`config.mk`:
```
export PLATFORM = sky130hd
export DESIGN_NAME = vc_fifo_bank_flat
export DESIGN_NICKNAME = d
export VERILOG_FILES = /design/src/rtl/vc_fifo_bank_pkg.sv /design/src/rtl/vc_fifo_bank_if.sv /design/src/rtl/vc_fifo_bank_sync_fifo_vc.sv /design/src/rtl/vc_fifo_bank.sv /design/src/flat_wrapper.sv
export SDC_FILE = /design/constraint.sdc
export NUM_CORES = 1
export LEC_CHECK = 0
export ABC_AREA = 1
export CELL_PAD_IN_SITES_DETAIL_PLACEMENT = 1
export CELL_PAD_IN_SITES_GLOBAL_PLACEMENT = 2
export CORE_AREA = 2 2 178 180
export CTS_CLUSTER_SIZE = 25
export DETAILED_ROUTE_END_ITERATION = 16
export DIE_AREA = 0 0 180 182
export GPL_TIMING_DRIVEN = 0
export PLACE_DENSITY = 0.78
export SYNTH_ARGS = -nofsm -noshare
export SYNTH_HDL_FRONTEND = slang
export SYNTH_HIERARCHICAL = 1
export SYNTH_SLANG_ARGS = --single-unit
export TNS_END_PERCENT = 100
```
`constraint.sdc`:
```
create_clock -name clk -period 5.2 [get_ports clk]
set_input_delay 1.04 -clock clk [delete_from_list [all_inputs] [get_ports clk]]
set_output_delay 1.04 -clock clk [all_outputs]
set_load 0.05 [all_outputs]
```
`src/rtl/vc_fifo_bank_pkg.sv`:
```
// -----------------------------------------------------------------------------
// vc_fifo_bank_pkg
// Shared definitions for the virtual-channel input buffer and the round-robin
// arbiter stage that pops from it: number of classes, class-id width, default
// word width and FIFO geometry, the class id constants, and a one-hot decoder
// used to steer push/pop strobes onto the per-class FIFOs.
// -----------------------------------------------------------------------------
package vc_fifo_bank_pkg;

  localparam int NUM_VC        = 4;
  localparam int ID_W          = 2;
  localparam int DATA_W_DEF    = 10;
  localparam int DEPTH_DEF     = 4;
  localparam int ADDR_W_DEF    = 2;
  localparam int AF_THRESH_DEF = 3;

  typedef enum logic [ID_W-1:0] {
    VC0 = 2'd0,
    VC1 = 2'd1,
    VC2 = 2'd2,
    VC3 = 2'd3
  } vc_id_e;

  // One-hot strobe for class 'id', all zero when 'en' is low.
  function automatic logic [NUM_VC-1:0] vc_onehot(input logic en, input logic [ID_W-1:0] id);
    logic [NUM_VC-1:0] v;
    v = '0;
    if (en) v[id] = 1'b1;
    return v;
  endfunction

endpackage

```
`src/rtl/vc_fifo_bank_if.sv`:
```
// -----------------------------------------------------------------------------
// vc_fifo_bank_if
// Bundles the producer push channel, the arbiter pop channel and the status
// flags of the virtual-channel FIFO bank.
//   master : producer/arbiter side (drives push/pop, observes data and flags)
//   slave  : the FIFO bank
// Signals:
//   push, push_id, data_in        write strobe, target class, word
//   pop, pop_id                   pop strobe (arbiter valid) and class
//   data_out, data_out_valid      popped word, valid one cycle after the pop
//   empty, full, almost_full      per-class registered flags (bit i = class i)
//   overflow_err, underflow_err   sticky error flags
// -----------------------------------------------------------------------------
interface vc_fifo_bank_if #(
  parameter int DATA_W = vc_fifo_bank_pkg::DATA_W_DEF
) ();
  import vc_fifo_bank_pkg::*;

  logic                 push;
  logic [ID_W-1:0]      push_id;
  logic [DATA_W-1:0]    data_in;
  logic                 pop;
  logic [ID_W-1:0]      pop_id;
  logic [DATA_W-1:0]    data_out;
  logic                 data_out_valid;
  logic [NUM_VC-1:0]    empty;
  logic [NUM_VC-1:0]    full;
  logic [NUM_VC-1:0]    almost_full;
  logic                 overflow_err;
  logic                 underflow_err;

  modport master (
    output push, push_id, data_in, pop, pop_id,
    input  data_out, data_out_valid, empty, full, almost_full,
           overflow_err, underflow_err
  );

  modport slave (
    input  push, push_id, data_in, pop, pop_id,
    output data_out, data_out_valid, empty, full, almost_full,
           overflow_err, underflow_err
  );
endinterface

```
`src/rtl/vc_fifo_bank_sync_fifo_vc.sv`:
```
// -----------------------------------------------------------------------------
// sync_fifo_vc
// Single-class circular FIFO used four times inside vc_fifo_bank.
// Ports:
//   clk, reset        clock, synchronous active-high reset
//   push, pop         strobes already decoded for this class
//   data_in           word to store
//   rd_data           word read by the last accepted pop (held otherwise)
//   pop_granted       this cycle's pop is accepted (class not empty)
//   empty, full, almost_full   registered flags from the post-update count
//   overflow_err, underflow_err sticky error flags for this class
// -----------------------------------------------------------------------------
module sync_fifo_vc #(
  parameter int DATA_W    = 10,
  parameter int DEPTH     = 4,
  parameter int ADDR_W    = 2,
  parameter int AF_THRESH = 3
) (
  input  logic              clk,
  input  logic              reset,
  input  logic              push,
  input  logic              pop,
  input  logic [DATA_W-1:0] data_in,
  output logic [DATA_W-1:0] rd_data,
  output logic              pop_granted,
  output logic              empty,
  output logic              full,
  output logic              almost_full,
  output logic              overflow_err,
  output logic              underflow_err
);
  localparam int CNT_W = ADDR_W + 1;

  logic [DATA_W-1:0] r_mem [DEPTH];
  logic [ADDR_W-1:0] r_wr_ptr;
  logic [ADDR_W-1:0] r_rd_ptr;
  logic [CNT_W-1:0]  r_count;
  logic [DATA_W-1:0] r_rd_data;
  logic              r_empty;
  logic              r_full;
  logic              r_afull;
  logic              r_ovf;
  logic              r_udf;

  logic              w_pop_ok;
  logic              w_push_ok;
  logic [CNT_W-1:0]  w_count_next;

  // A full FIFO still takes a push when the same cycle pops it, because the
  // pop frees the slot the push lands in. An empty FIFO never forwards the
  // incoming word to the output in the same cycle.
  assign w_pop_ok     = pop & ~r_empty;
  assign w_push_ok    = push & (~r_full | w_pop_ok);
  assign w_count_next = r_count + CNT_W'(w_push_ok) - CNT_W'(w_pop_ok);

  // Storage has no reset so it maps onto plain RAM.
  always_ff @(posedge clk) begin
    if (w_push_ok && !reset) begin
      r_mem[r_wr_ptr] <= data_in;
    end
  end

  always_ff @(posedge clk) begin
    if (reset) begin
      r_wr_ptr  <= '0;
      r_rd_ptr  <= '0;
      r_count   <= '0;
      r_rd_data <= '0;
      r_empty   <= 1'b1;
      r_full    <= 1'b0;
      r_afull   <= 1'b0;
      r_ovf     <= 1'b0;
      r_udf     <= 1'b0;
    end else begin
      if (w_push_ok) r_wr_ptr <= r_wr_ptr + ADDR_W'(1);
      if (w_pop_ok) begin
        r_rd_data <= r_mem[r_rd_ptr];
        r_rd_ptr  <= r_rd_ptr + ADDR_W'(1);
      end
      r_count <= w_count_next;
      r_empty <= (w_count_next == '0);
      r_full  <= (w_count_next == CNT_W'(DEPTH));
      r_afull <= (w_count_next >= CNT_W'(AF_THRESH));
      if (push && !w_push_ok) r_ovf <= 1'b1;
      if (pop && !w_pop_ok)   r_udf <= 1'b1;
    end
  end

  assign rd_data       = r_rd_data;
  assign pop_granted   = w_pop_ok;
  assign empty         = r_empty;
  assign full          = r_full;
  assign almost_full   = r_afull;
  assign overflow_err  = r_ovf;
  assign underflow_err = r_udf;
endmodule

```
`src/rtl/vc_fifo_bank.sv`:
```
// -----------------------------------------------------------------------------
// vc_fifo_bank
// Four-class input buffer feeding the round-robin arbiter. Words are stored
// per virtual channel; the arbiter's valid/pop_id pops one word, returned on
// data_out one cycle later with data_out_valid.
// Ports:
//   clk    single clock, rising edge
//   reset  synchronous active-high reset
//   bus    vc_fifo_bank_if.slave: push/pop channels, data_out, flags, errors
// -----------------------------------------------------------------------------
module vc_fifo_bank
  import vc_fifo_bank_pkg::*;
#(
  parameter int DATA_W    = DATA_W_DEF,
  parameter int DEPTH     = DEPTH_DEF,
  parameter int ADDR_W    = ADDR_W_DEF,
  parameter int AF_THRESH = AF_THRESH_DEF
) (
  input  logic           clk,
  input  logic           reset,
  vc_fifo_bank_if.slave  bus
);
  logic [NUM_VC-1:0] w_push_vec;
  logic [NUM_VC-1:0] w_pop_vec;
  logic [NUM_VC-1:0] w_pop_granted;
  logic [NUM_VC-1:0] w_empty;
  logic [NUM_VC-1:0] w_full;
  logic [NUM_VC-1:0] w_afull;
  logic [NUM_VC-1:0] w_ovf;
  logic [NUM_VC-1:0] w_udf;
  logic [DATA_W-1:0] w_rd_data [NUM_VC];

  logic [ID_W-1:0]   r_sel;
  logic              r_valid;

  assign w_push_vec = vc_onehot(bus.push, bus.push_id);
  assign w_pop_vec  = vc_onehot(bus.pop, bus.pop_id);

  generate
    for (genvar gi = 0; gi < NUM_VC; gi++) begin : g_vc
      sync_fifo_vc #(
        .DATA_W    (DATA_W),
        .DEPTH     (DEPTH),
        .ADDR_W    (ADDR_W),
        .AF_THRESH (AF_THRESH)
      ) u_fifo (
        .clk           (clk),
        .reset         (reset),
        .push          (w_push_vec[gi]),
        .pop           (w_pop_vec[gi]),
        .data_in       (bus.data_in),
        .rd_data       (w_rd_data[gi]),
        .pop_granted   (w_pop_granted[gi]),
        .empty         (w_empty[gi]),
        .full          (w_full[gi]),
        .almost_full   (w_afull[gi]),
        .overflow_err  (w_ovf[gi]),
        .underflow_err (w_udf[gi])
      );
    end
  endgenerate

  // The output select only moves on an accepted pop, so data_out keeps showing
  // the last popped word through idle cycles and rejected pops.
  always_ff @(posedge clk) begin
    if (reset) begin
      r_sel   <= '0;
      r_valid <= 1'b0;
    end else begin
      r_valid <= |w_pop_granted;
      if (|w_pop_granted) r_sel <= bus.pop_id;
    end
  end

  assign bus.data_out       = w_rd_data[r_sel];
  assign bus.data_out_valid = r_valid;
  assign bus.empty          = w_empty;
  assign bus.full           = w_full;
  assign bus.almost_full    = w_afull;
  assign bus.overflow_err   = |w_ovf;
  assign bus.underflow_err  = |w_udf;
endmodule

```
`src/flat_wrapper.sv`:
```
// flat-port wrapper written by rule: the top's interface ports become plain ports
module vc_fifo_bank_flat import vc_fifo_bank_pkg::*;
#(
  parameter int DATA_W    = DATA_W_DEF,
  parameter int DEPTH     = DEPTH_DEF,
  parameter int ADDR_W    = ADDR_W_DEF,
  parameter int AF_THRESH = AF_THRESH_DEF
)
  (clk, reset, bus_push, bus_push_id, bus_data_in, bus_pop, bus_pop_id, bus_data_out, bus_data_out_valid, bus_empty, bus_full, bus_almost_full, bus_overflow_err, bus_underflow_err);
  vc_fifo_bank_if #(.DATA_W(DATA_W)) bus_i ();
  input  logic clk;
  input  logic reset;
  input wire logic [$bits(bus_i.push)-1:0] bus_push;
  input wire logic [$bits(bus_i.push_id)-1:0] bus_push_id;
  input wire logic [$bits(bus_i.data_in)-1:0] bus_data_in;
  input wire logic [$bits(bus_i.pop)-1:0] bus_pop;
  input wire logic [$bits(bus_i.pop_id)-1:0] bus_pop_id;
  output wire logic [$bits(bus_i.data_out)-1:0] bus_data_out;
  output wire logic [$bits(bus_i.data_out_valid)-1:0] bus_data_out_valid;
  output wire logic [$bits(bus_i.empty)-1:0] bus_empty;
  output wire logic [$bits(bus_i.full)-1:0] bus_full;
  output wire logic [$bits(bus_i.almost_full)-1:0] bus_almost_full;
  output wire logic [$bits(bus_i.overflow_err)-1:0] bus_overflow_err;
  output wire logic [$bits(bus_i.underflow_err)-1:0] bus_underflow_err;
  assign bus_i.push = bus_push;
  assign bus_i.push_id = bus_push_id;
  assign bus_i.data_in = bus_data_in;
  assign bus_i.pop = bus_pop;
  assign bus_i.pop_id = bus_pop_id;
  assign bus_data_out = bus_i.data_out;
  assign bus_data_out_valid = bus_i.data_out_valid;
  assign bus_empty = bus_i.empty;
  assign bus_full = bus_i.full;
  assign bus_almost_full = bus_i.almost_full;
  assign bus_overflow_err = bus_i.overflow_err;
  assign bus_underflow_err = bus_i.underflow_err;
  vc_fifo_bank #(.DATA_W(DATA_W), .DEPTH(DEPTH), .ADDR_W(ADDR_W), .AF_THRESH(AF_THRESH)) u_core (.clk(clk), .reset(reset), .bus(bus_i));
endmodule
```
# ---- After elaboration in Yosys (flattened, before gate mapping)
# Memory sizes are Yosys's and may differ from the RTL's. A register that Yosys moved wholly into a read port is not among the register bits.
# Cells that the tools add are included.
dict set report totals {
  reg_bits 51
  inputBits 18
  elab_cells 135
  output_inout_bits 25
  n_memories 4
  ram_bits 160
}
# memory words width rd rd_clocked_by_memory_dff wr line_no
set memory_table {}
lappend memory_table {{u_core.g_vc[0].u_fifo.r_mem} 4 10 1 1 1 vc_fifo_bank_sync_fifo_vc.sv:34} ;# logic [DATA_W-1:0] r_mem [DEPTH];
lappend memory_table {{u_core.g_vc[1].u_fifo.r_mem} 4 10 1 1 1 vc_fifo_bank_sync_fifo_vc.sv:34}
lappend memory_table {{u_core.g_vc[2].u_fifo.r_mem} 4 10 1 1 1 vc_fifo_bank_sync_fifo_vc.sv:34}
lappend memory_table {{u_core.g_vc[3].u_fifo.r_mem} 4 10 1 1 1 vc_fifo_bank_sync_fifo_vc.sv:34}
dict set report classes {
  eq_ne 4
  add_sub_neg 16
  muxes 17
  reduce_logical 30
  n_bitwise 21
  n_lt_le_gt_ge 9
}
# operator count
set ops {}
lappend ops {{10-bit binary-select mux with 2-bit select} 1}
lappend ops {{10-bit 2-to-1 mux} 2}
lappend ops {{2-bit by 1-bit adder with 2-bit output, second input constant} 8}
lappend ops {{1-bit logical AND} 14}
lappend ops {{3-bit by 1-bit adder with 3-bit output} 4}
lappend ops {{3-bit equality test, second input constant} 4}
lappend ops {{3-bit by 2-bit greater-or-equal comparator with 1-bit output, second input constant} 4}
lappend ops {{3-bit logical NOT} 4}
lappend ops {{4-bit OR reduction} 3}
lappend ops {{3-bit by 1-bit subtractor with 3-bit output} 4}
lappend ops {{1-bit 2-to-1 mux} 10}
lappend ops {{1-bit logical NOT} 9}
lappend ops {{1-bit AND} 8}
lappend ops {{4-bit 2-to-1 mux} 2}
lappend ops {{1-bit inverter} 8}
lappend ops {{2-bit by 3-bit < comparator with 1-bit output, second input constant} 2}
lappend ops {{1-bit demux with 2-bit select} 2}
lappend ops {{2-bit by 1-bit greater-or-equal comparator with 1-bit output, second input constant} 2}
lappend ops {{1-bit OR} 4}
lappend ops {{3-bit greater-or-equal comparator, second input constant} 1}
lappend ops {{2-bit inverter with 3-bit output} 1}

# ---- Logic depth before layout (Yosys ltp)
# Gate-level depths: netlist (run 1).
dict set report logic_depth {
  depth_word 11
  ltp_mapped 14
  ltp_nobuf 14
}

# ---- Hierarchy
# Netlist (run 1), hierarchy kept.
# module n_inst area_per_inst_um2 cells_per_inst
set by_module_without_submodules {}
lappend by_module_without_submodules {sync_fifo_vc 4 2517.4 233}
lappend by_module_without_submodules {vc_fifo_bank 1 599.3 113}

# ---- Least setup slack after synthesis (run 1)
# No wires, ideal clock.
dict set report synth_timing {
  path_kind {input to register}
  startpoint {input port bus_push}
  endpoint {register u_core.g_vc[3].u_fifo.r_afull}
  setup_slack_ns 2.251
  stages 12
  required_ns 5.141
  n_path_buf 0
  setup_ns 0.059
  arrival_ns 2.890
  cell_sequence {inv_1 nor3_1 a21boi_2 inv_1 ha_1 inv_1 ha_1 fa_1 inv_1 nor2_1 nand2_1 nand2_1}
}
dict set report synth_between {
  elab_chain_len 5
}
# item line_no
set synth_rtl {}
lappend synth_rtl {{start: declaration} flat_wrapper.sv:13} ;# input wire logic [$bits(bus_i.push)-1:0] bus_push;
lappend synth_rtl {{4-bit 2-to-1 mux} vc_fifo_bank_pkg.sv:28} ;# if (en) v[id] = 1'b1;
lappend synth_rtl {{via u_core.w_push_vec[3]} vc_fifo_bank.sv:23} ;# logic [NUM_VC-1:0] w_push_vec;
lappend synth_rtl {{1-bit AND} vc_fifo_bank_sync_fifo_vc.sv:53} ;# assign w_push_ok = push & (~r_full | w_pop_ok);
lappend synth_rtl {{3-bit by 1-bit adder with 3-bit output} vc_fifo_bank_sync_fifo_vc.sv:54} ;# assign w_count_next = r_count + CNT_W'(w_push_ok) - CNT_W'(w_pop_ok);
lappend synth_rtl {{3-bit by 1-bit subtractor with 3-bit output} vc_fifo_bank_sync_fifo_vc.sv:54}
lappend synth_rtl {{via u_core.g_vc[3].u_fifo.w_count_next[1]} vc_fifo_bank_sync_fifo_vc.sv:47} ;# logic [CNT_W-1:0] w_count_next;
lappend synth_rtl {{3-bit by 2-bit greater-or-equal comparator with 1-bit output} vc_fifo_bank_sync_fifo_vc.sv:83} ;# r_afull <= (w_count_next >= CNT_W'(AF_THRESH));
lappend synth_rtl {{end signal: assignment} vc_fifo_bank_sync_fifo_vc.sv:83}
lappend synth_rtl {{end: declaration} vc_fifo_bank_sync_fifo_vc.sv:41} ;# logic r_afull;
# The timed path passes the listed nets, and every way through them passes these cells.
# A chain may end at the register's enable or synchronous reset.

# ---- Worst setup path after layout (run 1)
dict set report layout_timing {
  startpoint {input port bus_pop_id[0]}
  endpoint {register u_core.g_vc[1].u_fifo.r_afull}
}
dict set report layout_between {
  elab_chain_len 11
  word_cells_on_any_way 12
  cone_classes {add/sub (2); order compare (3); mux (3); bitwise (3); reduce/logical (1)}
}
# item line_no
set layout_rtl {}
lappend layout_rtl {{start: declaration} flat_wrapper.sv:17} ;# input wire logic [$bits(bus_i.pop_id)-1:0] bus_pop_id;
lappend layout_rtl {{2-bit by 3-bit < comparator with 1-bit output (implied by the code) or 2-bit by 1-bit greater-or-equal comparator with 1-bit output (tied branches)} vc_fifo_bank_pkg.sv:28}
lappend layout_rtl {{1-bit logical AND (implied by the code)} vc_fifo_bank_pkg.sv:28}
lappend layout_rtl {{1-bit 2-to-1 mux (implied by the code)} vc_fifo_bank_pkg.sv:28}
lappend layout_rtl {{1-bit demux with 2-bit select *} -}
lappend layout_rtl {{4-bit 2-to-1 mux *} vc_fifo_bank_pkg.sv:28}
lappend layout_rtl {{via u_core.w_pop_vec[1]} vc_fifo_bank.sv:24} ;# logic [NUM_VC-1:0] w_pop_vec;
lappend layout_rtl {{1-bit AND *} vc_fifo_bank_sync_fifo_vc.sv:52} ;# assign w_pop_ok = pop & ~r_empty;
lappend layout_rtl {{1-bit OR} vc_fifo_bank_sync_fifo_vc.sv:53}
lappend layout_rtl {{1-bit AND} vc_fifo_bank_sync_fifo_vc.sv:53}
lappend layout_rtl {{3-bit by 1-bit adder with 3-bit output} vc_fifo_bank_sync_fifo_vc.sv:54}
lappend layout_rtl {{3-bit by 1-bit subtractor with 3-bit output *} vc_fifo_bank_sync_fifo_vc.sv:54}
lappend layout_rtl {{via u_core.g_vc[1].u_fifo.w_count_next[1]} vc_fifo_bank_sync_fifo_vc.sv:47}
lappend layout_rtl {{3-bit by 2-bit greater-or-equal comparator with 1-bit output *} vc_fifo_bank_sync_fifo_vc.sv:83}
lappend layout_rtl {{end signal: assignment} vc_fifo_bank_sync_fifo_vc.sv:83}
lappend layout_rtl {{end: declaration} vc_fifo_bank_sync_fifo_vc.sv:41}
# Mark *: on every way through the listed nets, which the timed path passes. The rest lies on a longest branch.

==> results of run 1 <==
sequential cells by signal, summed over array words and instances, names as in the netlist, 8 cells and up:
register                     flops
u_core/g_vc.u_fifo/r_mem       160
u_core/g_vc.u_fifo/r_rd_ptr      8
u_core/g_vc.u_fifo/r_count      12
u_core/g_vc.u_fifo/rd_data      40
u_core/g_vc.u_fifo/r_wr_ptr      8
worst max path at each step:
stage,to,slack (ns),cells after the start
global placement,u_core/g_vc[0].u_fifo/r_mem[0][6],1.16,4
detailed placement,u_core/g_vc[1].u_fifo/r_mem[1][0],1.08,4
global route,u_core/g_vc[2].u_fifo/almost_full,1.63,14
finish,u_core/g_vc[1].u_fifo/almost_full,1.83,14
CTS,u_core/g_vc[1].u_fifo/r_mem[1][0],1.65,4
floorplan,u_core/g_vc[3].u_fifo/almost_full,2.25,12
layout make-up:
type / count / share of cell area, %
clock buffers: 40 / 6.63
plain buffers: 42 / 3.16
flip-flops and latches: 251 / 53.0
well taps: 402 / 4.02
multi-input cells: 631 / 25.5
inverters: 121 / 3.63
repair buffers: 42 / 3.32
clock inverters: 12 / 0.720
report_power, final:
part           switching [W]  leakage, nW  internal [W]
clock network       0.000791        0.448       0.00116
registers          0.0000369         2.18       0.00218
logic               0.000371         2.37      0.000174
worst min-delay path, delay by kind of cell (launching register included):
family	cells	cell delay (ns)
buffers and inverters	1	0.05
AO/OA/AOI/OAI	1	0.05
flip-flops	1	0.32
synthesized netlist by cell type:
cell type / count
nand2_2: 12
nor2_1: 63
a21oi_2: 40
o21ai_1: 24
inv_2: 13
o21ai_0: 16
inv_1: 108
buf_4: 4
nor3_1: 8
o211ai_1: 20
edfxtp_1: 160
buf_2: 10
ha_1: 24
nand3_1: 106
a21oi_1: 15
nand2_1: 294
a21boi_2: 4
buf_6: 28
nor2_2: 1
dfxtp_1: 91
fa_1: 4
through the flow:
step / std cells / setup slack, ns / utilization (%) / hold WS, ns
2_1_floorplan: 1045 / 2.25 / - / 0.424
3_3_place_gp: 1489 / 1.16 / 37.4 / 0.437
3_5_place_dp: 1489 / 1.08 / 37.4 / 0.447
4_1_cts: 1541 / 1.65 / 40.4 / 0.466
5_1_grt: 1541 / 1.63 / 40.4 / 0.483
6_report: 1541 / 1.83 / 40.4 / 0.463
routing by layer:
layer | routed length (µm) | part of all wire [%] | GRT usage [%] | vias to the layer above
li1 | - | - | - | 3592
met1 | 12900 | 48 | 22.7 | 3494
met2 | 12500 | 47 | 28.0 | 105
met3 | 988 | 3.7 | 2.03 | 35
met4 | 425 | 1.6 | 3.67 | 0
met5 | 0 | 0 | 0 | -
cell families (layout without fill, tap and decap cells):
kind of cell,Yosys count,in the layout,synth area share [%]
and+or+nand+nor,484,484,18.7
DFF,251,251,62.1
buffers and inverters,163,257,7.96
AOI/OAI and AO/OA,119,119,7.69
adders and majority gates,28,28,3.57
==> impl_metrics.csv, run 1 <==
group,metric,value,unit
critical_path,slowest_stage,"clkdlybuf4s50_1",
timing,final.period_utilization,64.9,%
critical_path,crit_start,"bus_pop_id[0]",
finish,n_antenna_cell,0,
critical_path,arrival,3.85,ns
floorplanning,die_area,0.0328,mm²
routing,vias,7226,
timing,max-slew-margin-rel,28.1,%
finish,drive_gt1_share,13.6,%
timing,max_freq,296,MHz
finish,fin_nets,1163,
run_status,status,"finished clean",
routing,dr.first_iter.drc_count,375,
clock_tree,clk_latency,0.54,ns
routing,drtAntennaViolNets,0,
timing,maxSlewViolCount,0,
timing,setup_violations,0,
critical_path,rr_worst_depth,12,
clock_tree,cts_resized,0,
timing,finClkSkew,0.0122,ns
min_path,min_path_cells,2,
clock_tree,htree_num_levels,1,
routing,finalWirelength,26800,µm
routing,drc_errors,0,
synth,yosys-top-cells-area,"edfxtp_1 (45%), dfxtp_1 (17%), nand2_1 (10%)",
power_and_ir_drop,power.leakage,4.99,nW
clock_tree,clockBufferDepth,3,
synth,yosysUniqueCellTypes,21,
placement,dpl-instance-area,0.0116,mm²
synth,syn_nets,1091,
global_route,grt_max_degree,27,
floorplanning,coreArea,0.0310,mm²
clock_tree,clkSinkCount,251,
placement,post-dp-hpwl,18400,µm
synth,synth.avg_cell_area,10.2,µm²
synth,postSynthCellCount,1045,
critical_path,path_cells,"clkdlybuf4s50_1 -> inv_1 -> nor3_1 -> nand2_2 -> a21boi_2 -> inv_1 -> ha_1 -> inv_1 -> ha_1 -> fa_1 -> inv_1 -> nor2_1 -> nand2_1 -> nand2_1",
flow_run,maxCapViolations,0,
routing,wl_per_cell,17.4,µm
synth,synth.cell_area,0.0107,mm²
clock_tree,hold_buffers,0,
global_route,antenna_found_initial,0,
critical_path,crit_required,5.68,ns
floorplanning,die_h,182,µm
synth,ys_warn_count,6,
finish,fin_area,0.0125,mm²
timing,rsz0062_at_grt,"no",
power_and_ir_drop,ir_drop,0.218,mV
critical_path,critPathCaptureType,"flip-flop",
synth,yosysTopAreaCellShare,45.0,%
min_path,hold_class,"reg2reg",
global_route,grt_usage,16.5,%
synth,yosysSeqAreaShare,62.1,%
finish,final_common_cell,"nand2_1",
timing,final.setup.tns,0,ns
clock_tree,cts_tree,"built",
critical_path,critPathTopFamily,"adder cells",
critical_path,rrSetupSlack,2.98,ns
clock_tree,clk_pin_slew,0.06,ns
finish,final_cell_mix,"nand2_1 (294), edfxtp_1 (160), inv_1 (108), nand3_1 (106), dfxtp_1 (91)",
critical_path,cp_slowest_stage_delay,0.55,ns
critical_path,reg2reg_to,"u_core/g_vc[2].u_fifo/almost_full",
timing,worst_pin_slew,1.07,ns
routing,vias_per_cell,4.69,
placement,io_buffers,42,
global_route,grt_pass1_wl,42300,µm
critical_path,cp_num_buf_inv,5,
floorplanning,initial_core_util,34.4,%
floorplanning,rows,65,
clock_tree,post_cts_buffers,0,
floorplanning,die_w,180,µm
min_path,hold_end,"u_core/g_vc[3].u_fifo/overflow_err",
finish,nFillCells,3460,
clock_tree,cts_buffers,28,
critical_path,critical_path.most_common_cell,"inv_1",
clock_tree,root_buffer,"clkbuf_16",
synth,synth_top_area_cell,"edfxtp_1",
placement,gp_congestion,0.744,
finish,area_growth,17.2,%
timing,hold_viol,0,
critical_path,crit-reg2reg-launch,"u_core/g_vc[2].u_fifo/empty",
global_route,grt_pass1_vias,7608,
routing,drt_first_pass_iters,4,
power_and_ir_drop,finalPower,0.00471,W
global_route,grt_overflow,0,
min_path,hold_start,"u_core/g_vc[3].u_fifo/overflow_err",
power_and_ir_drop,power_density,377,mW/mm²
critical_path,crit_fanout,5,
finish,register_area,0.00663,mm²
critical_path,critical_path_class,"in2reg",
timing,min_period,3.37,ns
floorplanning,ioPinCount,43,
synth,synth-seq-cells,251,
critical_path,cp-start-kind,"primary input",
finish,multi_input_area,0.00319,mm²
No activity file was read; power rests on OpenSTA's default activity.
==> inputs of run 2 (changes only) <==
==> constraint.sdc (replaced) <==
create_clock -name clk -period 3.45 [get_ports clk]
set_input_delay 0.69 -clock clk [delete_from_list [all_inputs] [get_ports clk]]
set_output_delay 0.69 -clock clk [all_outputs]
set_load 0.05 [all_outputs]
==> results of run 2 <==
The final DEF is identical to that of run 1. Status: finished clean.
Among the figures that moved: setup slack after placement 1.08 ns -> -0.320 ns; setup slack after layout 1.83 ns -> 0.425 ns; register-to-register setup slack 2.98 ns -> 1.23 ns; total power 0.00471 W -> 0.00710 W; worst IR drop on VDD 0.218 mV -> 0.328 mV
==> inputs of run 3 (changes only) <==
--- a/config.mk
+++ b/config.mk
@@ -5,15 +5,16 @@
 export SDC_FILE = /design/constraint.sdc
 export NUM_CORES = 1
 export LEC_CHECK = 0
-export ABC_AREA = 1
+export ABC_AREA = 0
 export CELL_PAD_IN_SITES_DETAIL_PLACEMENT = 1
 export CELL_PAD_IN_SITES_GLOBAL_PLACEMENT = 2
-export CORE_AREA = 2 2 178 180
+export CORE_AREA = 2 2 173 175
 export CTS_CLUSTER_SIZE = 25
 export DETAILED_ROUTE_END_ITERATION = 16
-export DIE_AREA = 0 0 180 182
+export DIE_AREA = 0 0 175 177
+export DONT_BUFFER_PORTS = 1
 export GPL_TIMING_DRIVEN = 0
-export PLACE_DENSITY = 0.78
+export PLACE_DENSITY = 0.69
 export SYNTH_ARGS = -nofsm -noshare
 export SYNTH_HDL_FRONTEND = slang
 export SYNTH_HIERARCHICAL = 1
==> run 3 against run 2 <==
Effect of this change: fmax is 6.3% higher; critical path depth is 4 lower; highest routed layer unchanged; largest power group unchanged; clock skew is 0.0084 ns higher; utilization is 1.5 points lower; die area is 5.4% lower; worst setup slack better by 0.18 ns; design area is 9.1% lower; via count is 27% lower; count of clock-buffer cells in the layout is 4 lower; clock power is 5% lower; final cell count is 29% lower; sequential share of layout area is 5.3 points higher.
==> impl_metrics.csv, run 3 <==
group,metric,value,unit
critical_path,critPathCaptureType,"flip-flop",
floorplanning,die_area,0.0310,mm²
synth,yosysUniqueCellTypes,32,
global_route,antenna_found_initial,1,
synth,netlist_top_cells_count,"edfxtp_1 (160), nand2_1 (94), dfxtp_1 (91)",
power_and_ir_drop,ir_drop,0.321,mV
critical_path,critical_path_class,"reg2reg",
global_route,grt_overflow,0,
synth,synthFlopType,"edfxtp_1",
min_path,hold_end,"u_core/bus.data_out_valid",
finish,area_growth,13.5,%
clock_tree,cts_buffers,28,
timing,max_freq,351,MHz
clock_tree,cts_tree,"built",
critical_path,crit-reg2reg-launch,"u_core/g_vc[0].u_fifo/empty",
routing,drt_first_pass_iters,4,
synth,synth.cell_area,0.0100,mm²
finish,n_antenna_cell,0,
placement,post-dp-hpwl,16300,µm
synth,yosys-top-cells-area,"edfxtp_1 (48%), dfxtp_1 (18%), mux4_2 (9.2%)",
global_route,grt_usage,15.5,%
timing,finClkSkew,0.0205,ns
finish,final_cell_mix,"edfxtp_1 (160), nand2_1 (94), dfxtp_1 (91), a21oi_1 (44), mux4_2 (41)",
clock_tree,post_cts_buffers,0,
finish,fin_nets,723,
clock_tree,clkSinkCount,251,
finish,final_util,38.9,%
synth,yosysSeqAreaShare,66.2,%
critical_path,rr_worst_depth,10,
floorplanning,ioPinCount,43,
clock_tree,root_buffer,"clkbuf_16",
run_status,status,"finished clean",
timing,rsz0062_at_grt,"no",
clock_tree,clk_pin_slew,0.06,ns
synth,postSynthCellCount,647,
placement,dp_slack,0.331,ns
power_and_ir_drop,power.leakage,3.95,nW
synth,synth.avg_cell_area,15.5,µm²
synth,synth_top_area_cell,"edfxtp_1",
routing,drc_errors,0,
timing,final.period_utilization,82.5,%
floorplanning,die_w,175,µm
clock_tree,clockBufferDepth,3,
timing,setup_violations,0,
critical_path,arrival,3.29,ns
routing,vias_per_cell,4.87,
timing,min_period,2.85,ns
finish,largest_register_ff_count,160,
critical_path,cp-start-kind,"flip-flop",
timing,worst_pin_slew,0.629,ns
floorplanning,coreArea,0.0292,mm²
flow_run,maxCapViolations,0,
placement,gp_congestion,0.774,
global_route,grt_max_degree,17,
min_path,hold_start,"reset",
synth,synth_edf_count,160,
timing,final.setup.tns,0,ns
timing,max-slew-margin-rel,58.0,%
placement,io_buffers,0,
routing,finalWirelength,23400,µm
finish,drive_gt1_share,16.9,%
clock_tree,clk_latency,0.54,ns
synth,synth_async_sr_flop_share,0,%
power_and_ir_drop,power_density,586,mW/mm²
critical_path,slowest_stage,"dfxtp_1",
floorplanning,rows,63,
clock_tree,hold_buffers,0,
floorplanning,initial_core_util,34.2,%
global_route,grt_pass1_wl,35600,µm
synth,synth-seq-cells,251,
min_path,hold_class,"in2reg",
synth,ys_warn_count,6,
floorplanning,die_h,177,µm
synth,synth.most_common_cell,"edfxtp_1",
finish,final_common_cell,"edfxtp_1",
finish,largest_register,"u_core/g_vc.u_fifo/r_mem",
critical_path,cp_num_buf_inv,3,
routing,vias,5308,
critical_path,reg2reg_to,"u_core/g_vc[0].u_fifo/full",
timing,maxSlewViolCount,0,
routing,dr.first_iter.drc_count,264,
critical_path,crit_required,3.90,ns
clock_tree,htree_num_levels,1,
min_path,min_path_cells,1,
routing,wl_per_cell,21.5,µm
synth,syn_nets,693,
timing,hold_viol,0,
critical_path,crit_fanout,11,
critical_path,rrSetupSlack,0.60,ns
synth,yosysTopAreaCellShare,48.0,%
routing,drtAntennaViolNets,0,
timing,hold_ws,0.221,ns
clock_tree,cts_resized,0,
timing,layout_setup_ws,0.604,ns
critical_path,path_cells,"nand2b_1 -> inv_1 -> buf_6 -> ha_1 -> inv_1 -> ha_1 -> fa_1 -> xnor3_1 -> nand2_1 -> nor3_1",
critical_path,cp_slowest_stage_delay,0.70,ns
global_route,grt_pass1_vias,5855,
critical_path,critPathTopFamily,"adder cells",
[run 3: cell count changes after synthesis, sizes merged, moves of 32 or more]
cell	previous run	this run
o21ai	40	0
mux4	0	50
nand3	106	0
buf	42	10
nor2	64	27
nand2	306	94
inv	121	40
[run 3: metrics by stage]
| stage | std cells | area, µm² | power, W |
|---|---|---|---|
| detailed placement | 1037 | 10500 | 0.00395 |
| CTS | 1089 | 11400 | 0.00675 |
| floorplan | 647 | 10000 | 0.00384 |
| finish | 1089 | 11400 | 0.00666 |
| global route | 1089 | 11400 | 0.00692 |
| global placement | 1037 | 10500 | 0.00393 |
[run 3: cell families after synthesis]
logic type / synth area share, %
buffers and inverters: 4.51
and+or+nand+nor: 7.85
DFF: 66.2
muxes: 12.2
xor gates and xnor gates: 1.60
adders and majority gates: 3.80
AOI/OAI and AO/OA: 3.85
[run 3: worst max-delay path by stage]
stage / slack [ns] / end / startpoint / cells past startpoint
after floorplan: 0.70 / u_core/g_vc[0].u_fifo/full / bus_pop_id[1] / 11
after global placement: 0.35 / u_core/g_vc[0].u_fifo/full / bus_pop_id[1] / 11
after detailed placement: 0.33 / u_core/g_vc[0].u_fifo/full / bus_pop_id[1] / 11
after CTS: 0.58 / u_core/g_vc[0].u_fifo/full / u_core/g_vc[0].u_fifo/empty / 10
after global routing: 0.42 / u_core/g_vc[0].u_fifo/full / u_core/g_vc[0].u_fifo/empty / 10
final: 0.60 / u_core/g_vc[0].u_fifo/full / u_core/g_vc[0].u_fifo/empty / 10
[run 3: area by class of cell]
type,count,area (µm²)
Buffer,26,302
Clock buffer,36,782
Multi-Input combinational cell,330,2940
Inverter,40,150
Sequential cell,251,6630
Clock inverter,16,85.1
Tap cell,390,488
Fill cell,2945,17900
[run 3: power by group]
group | total [W] | internal [W] | switching [W]
logic | 0.000395 | 0.000182 | 0.000214
clock network | 0.00278 | 0.00159 | 0.00119
registers | 0.00348 | 0.00329 | 0.000196
total | 0.00666 | 0.00506 | 0.00160
[run 3: metal layers]
layer | routed length (µm) | global-route usage, % | share of wire (%) | vias to the layer above
met5 | 0 | 0 | 0 | -
met4 | 566 | 4.55 | 2.4 | 0
met3 | 1650 | 4.10 | 7.1 | 31
met2 | 11300 | 26.7 | 48 | 109
met1 | 9830 | 19.3 | 42 | 2727
li1 | - | - | - | 2441
==> variant 1, RTL diff (config.mk and constraints of run 2) <==
Set the package constant `DEPTH_DEF` to 8 (it was 4).
--- a/src/rtl/vc_fifo_bank_pkg.sv
+++ b/src/rtl/vc_fifo_bank_pkg.sv
@@ -10,7 +10,7 @@
   localparam int NUM_VC        = 4;
   localparam int ID_W          = 2;
   localparam int DATA_W_DEF    = 10;
-  localparam int DEPTH_DEF     = 4;
+  localparam int DEPTH_DEF     = 8;
   localparam int ADDR_W_DEF    = 2;
   localparam int AF_THRESH_DEF = 3;
 
Behaviour: not the same (a bounded check fails within 4 cycles, from zero or initial values and one cycle with reset high).
==> variant 1 against run 2 <==
Wire length increased by 4.2%. Power increased by 0.17%. Count of clock-buffer cells in the layout increased by 5. Sequential share of layout area increased by 0.059 points. Setup slack got worse by 180 ps. Final area decreased by 0.11%. Area after synthesis increased by 0.19%. Sequential cell count unchanged. Clock skew increased by 7.4 ps. Die area unchanged. Combinational power increased by 8.5%. Largest cell class unchanged.
==> variant 1: results (changes against run 2) <==
placed_design:
  portBuffers: 42  # unchanged
  place_inst: 1485  # -0.27%
  gp_congestion: 0.737  # -0.87%
  hpwl_um: 18600  # +1.1%
power:
  internal-power_mw: 5.26  # -0.56%
  peakVddDrop_mv: 0.348  # +6.0%
  leakagePower_nw: 4.97  # -0.42%
  pwr-share-comb_pct: 12.5  # +0.9 points
  clockPowerShare_pct: 40.1  # -1.3 points
  power.density_nw_per_um2: 569  # +0.28%
global_routing:
  grt_max_degree: 31  # +15%
  grt_pass1_vias: 7499  # -1.4%
  grt_pass1_wl_um: 43400  # +2.6%
  antenna_found_initial: 0  # unchanged
  track_usage_pct: 17.2  # +0.66 points
final_layout:
  buffers: 84  # unchanged
  antenna_cells: 1  # +1
  top_register: "u_core/g_vc.u_fifo/r_mem"
  drive_above_1_share_pct: 13.6  # -0.016 points
  clkbuf_count: 45  # +13%
  largest_register_ffs: 160  # unchanged
  nFillCells: 3493  # +0.95%
  multiInputGateArea_um2: 3200  # +0.31%
  num-multi-input-gates: 631  # unchanged
  nonClkBufAreaFrac_pct: 6.69  # +0.21 points
  layout.nets: 1159  # -0.34%
  clock_cell_area_share_pct: 7.07  # -0.28 points
  inv_count: 117  # -3.3%
  sh_seq_area_pct: 53.0  # +0.059 points
sta:
  relSlewSlack_pct: 25.3  # -2.8 points
  skew_ps: 19.6  # +7.44 ps
routing:
  route.vias.total: 7259  # +0.46%
  drt-wirelength-per-cell_um: 18.2  # +4.6%
  drt_wl_total_um: 27900  # +4.2%
  drt_iter0_drc: 391  # +4.3%
clock_tree:
  cts-root-buf: "clkbuf_16"
  numCtsBuffers: 28  # unchanged
  clk_pin_slew_worst_paths_ps: 60  # about the same
  htreeDepth: 1  # unchanged
  clock_latency_ps: 540  # about the same
  clockBufferDepth: 3  # unchanged
  cts_sinks: 251  # unchanged
worst_hold_path:
  min_path_type: "register to register"
  hold_path_depth: 2  # unchanged
yosys:
  synthTopCellsByArea: "edfxtp_1, dfxtp_1, nand2_1"
  ys_seq_area_share_pct: 62.0  # -0.12 points
  syn_inst: 1041  # -0.38%
  synth_edf_count: 160  # unchanged
  yosys_warnings: 6  # unchanged
  synth_cell_types: 20  # -4.8%
  synth_common_cells: "nand2_1, edfxtp_1, inv_1, nand3_1, dfxtp_1"
  syn-num-nets: 1087  # -0.37%
worst_setup_path:
  cp_max_fo: 4  # -1
  cpPeakStageDelay_ps: 680  # +130 ps
  slowest_stage: "nor3_1"
  critPathArrivalTime_ps: 3690  # +190 ps
  crit_family: "simple AND/OR/NAND/NOR gates"
  reg2reg_depth: 11  # -1
run_status:
  outcome: "finished clean"
## variant 1: per-stage QoR
step	total power, mW	TNS (ps)	setup slack (ps)
after floorplan	3.99	0	830
after global placement	4.31	-71930	-501
after detailed placement	4.33	-17400	-392
after CTS	7.20	0	163
after global routing	7.40	0	15.2
final	7.11	0	241
## variant 1: cells by family after synthesis
kind of cell / Yosys count / share of synthesized area, %
compound gates: 119 / 7.68
fa+ha+maj: 28 / 3.56
buf+inv: 159 / 8.04
flops: 251 / 62.0
simple gates: 484 / 18.7
## variant 1: worst paths after layout
kind                                              to                                from  slack, ps
setup / recovery          u_core/g_vc[2].u_fifo/full                      bus_push_id[1]        240
hold / removal    u_core/g_vc[1].u_fifo/overflow_err  u_core/g_vc[1].u_fifo/overflow_err        450
setup reg to reg          u_core/g_vc[2].u_fifo/full         u_core/g_vc[2].u_fifo/empty       1180
hold reg to reg   u_core/g_vc[1].u_fifo/overflow_err  u_core/g_vc[1].u_fifo/overflow_err        450
## variant 1: worst register-to-register path, stage by stage, from the launching register on
cell and delay, ps:
dfxtp_1 360, inv_1 60, nand2_2 160, inv_2 110, buf_6 180, ha_1 290
inv_1 40, ha_1 180, fa_1 480, nor2_1 140, nand3_1 110, nor2_1 90
## variant 1: routing by layer
| layer | global-route usage [%] | part of all wire (%) | up-vias |
|---|---|---|---|
| met1 | 22.2 | 45 | 3521 |
| met2 | 30.3 | 49 | 115 |
| met5 | 0 | 0 | - |
| met4 | 5.04 | 2.6 | 0 |
| met3 | 2.13 | 3.6 | 42 |
| li1 | - | - | 3581 |
==> variant 2, RTL diff (settings of run 2) <==
Without the edit above. Reset style: asynchronous (`reset`), changed in 2 clocked blocks. Comments in the files are not updated.
--- a/src/rtl/vc_fifo_bank_sync_fifo_vc.sv
+++ b/src/rtl/vc_fifo_bank_sync_fifo_vc.sv
@@ -60,7 +60,7 @@
     end
   end
 
-  always_ff @(posedge clk) begin
+  always_ff @(posedge clk or posedge reset) begin
     if (reset) begin
       r_wr_ptr  <= '0;
       r_rd_ptr  <= '0;
--- a/src/rtl/vc_fifo_bank.sv
+++ b/src/rtl/vc_fifo_bank.sv
@@ -62,7 +62,7 @@
 
   // The output select only moves on an accepted pop, so data_out keeps showing
   // the last popped word through idle cycles and rejected pops.
-  always_ff @(posedge clk) begin
+  always_ff @(posedge clk or posedge reset) begin
     if (reset) begin
       r_sel   <= '0;
       r_valid <= 1'b0;
Function: differs if reset is asserted again (counterexample within 4 cycles, from zero or initial values and one cycle with reset high); with reset held inactive, the same outputs for 4 cycles.
==> variant 2 against run 2 <==
Setup slack worse by 240 ps. Sequential share of layout area is 0.76 points higher. Global-route usage is 1.0 points higher. Clock skew is 3.4 ps lower. Maximum frequency is 7.4% lower. Hold slack better by 1.2 ps. Area after synthesis is 6.3% higher. Sequential cell count stayed put. Synthesized cell count is 15% higher. Wire length is 3.5% higher. Critical path depth is 5 lower. Largest cell class unchanged. Highest routed layer unchanged. Non-clock buffer count is 9 lower. Final area is 5.4% higher.
Power is not compared: it rests on default switching activity, and its combinational part moved more than twofold at a synthesized area within 25%.
==> variant 2: results (changes against run 2) <==
placed_design:
  place_ws_ps: -397  # -76.8 ps
  portBuffers: 42  # unchanged
  dpl_cell_area_um2: 12300  # +5.8%
  hpwl_um: 19100  # +4.1%
  gp_congestion: 0.762  # +2.5%
clock_tree:
  htreeDepth: 1  # unchanged
  post_cts_resized: 0  # unchanged
  numCtsBuffers: 29  # +3.6%
global_routing:
  grt_pass1_wl_um: 44500  # +5.1%
  antenna_found_initial: 0  # unchanged
  grt_pass1_vias: 8364  # +9.9%
  track_usage_pct: 17.6  # +1.0 points
  grt_max_degree: 24  # -11%
final_layout:
  fin_area_um2: 13200  # +5.4%
  largest_register_ffs: 160  # unchanged
  nFillCells: 3537  # +2.2%
  layout.nets: 1323  # +14%
  drive_above_1_share_pct: 8.16  # -5.4 points
sta:
  relSlewSlack_pct: 21.3  # -6.8 points
  skew_ps: 8.72  # -3.44 ps
routing:
  drt_wl_total_um: 27700  # +3.5%
  drt_iter0_drc: 393  # +4.8%
  route.vias.total: 7673  # +6.2%
yosys:
  ys.flop_type: "edfxtp_1"
  synth_common_cells: "nand2_1, inv_1, edfxtp_1, nand3_1, dfrtp_1"
  synth_cell_types: 22  # +4.8%
  async_reset_ff_share_pct: 36.3  # +36 points
  synthTopCellsByArea: "edfxtp_1, dfrtp_1, nand2_1"
  ys_seq_area_share_pct: 62.5  # +0.35 points
run_status:
  outcome: "finished clean"
worst_setup_path:
  cp_max_fo: 10  # +5
  slowest_stage: "nor2_1"
  critPathArrivalTime_ps: 3420  # -80 ps
  cpPeakStageDelay_ps: 930  # +380 ps
  reg2reg_depth: 11  # -1
worst_hold_path:
  hold_path_depth: 1  # -1
==> variant 2: changes by cell type after synthesis, sizes merged, moves of 26 or more <==
cell	run 2	this run
inv	121	286
nand2	306	429
dfxtp	91	0
dfrtp	0	87
a21oi	55	0
o21ai	40	4
nor2	64	38
==> variant 2: power by group <==
part / internal (mW) / total, mW / switching [mW]
clock: 1.77 / 2.96 / 1.19
combinational: 1.20 / 3.57 / 2.37
sequential: 3.77 / 4.10 / 0.327
total: 6.74 / 10.6 / 3.88
==> variant 2: metal layers <==
layer | vias up | wire, um | GRT usage, %
met5 | - | 0 | 0
met4 | 0 | 666 | 5.07
met3 | 38 | 951 | 2.45
met2 | 96 | 13500 | 30.9
met1 | 3755 | 12600 | 22.6
li1 | 3784 | - | -
==> variant 2: kinds of logic after synthesis <==
group / Yosys count / share of synthesized area, %
buffers and inverters: 322 / 11.8
flip-flops: 251 / 62.5
adder cells (fa/ha/maj): 28 / 3.35
XOR/XNOR: 10 / 0.772
AO/OA/AOI/OAI: 12 / 0.750
AND/OR/NAND/NOR: 581 / 20.9
==> variant 2: worst paths after layout <==
check / startpoint / to / slack [ps]
max: bus_pop_id[0] / u_core/g_vc[1].u_fifo/r_mem[0][4] / 180
max reg2reg: u_core/g_vc[3].u_fifo/empty / u_core/g_vc[3].u_fifo/full / 950
max in group asynchronous: reset / u_core/g_vc[3].u_fifo/overflow_err / 1900
min: u_core/g_vc[2].u_fifo/underflow_err / u_core/g_vc[2].u_fifo/underflow_err / 460
min reg2reg: u_core/g_vc[2].u_fifo/underflow_err / u_core/g_vc[2].u_fifo/underflow_err / 460
min in group asynchronous: reset / u_core/r_sel[0] / 560
==> variant 2: area by class of cell <==
cell class	instances	share of cell area [%]
Buffer	33	1.92
Clock buffer	33	5.69
Clock inverter	20	1.27
Inverter	289	8.23
Multi-Input combinational cell	631	22.2
Sequential cell	251	53.7
Tap cell	402	3.81
Timing Repair Buffer	42	3.19
==> variant 2: worst max-delay path, delay by kind of cell <==
family	cells	cell delay [ps]
and+or+nand+nor	6	1970
buffers and inverters	3	750
==> variant 2: through the flow <==
stage / power (mW) / cells
after floorplan: 6.59 / 1204
after global placement: 7.70 / 1648
after detailed placement: 7.80 / 1648
after CTS: 10.8 / 1701
after global routing: 11.4 / 1701
final: 10.6 / 1701
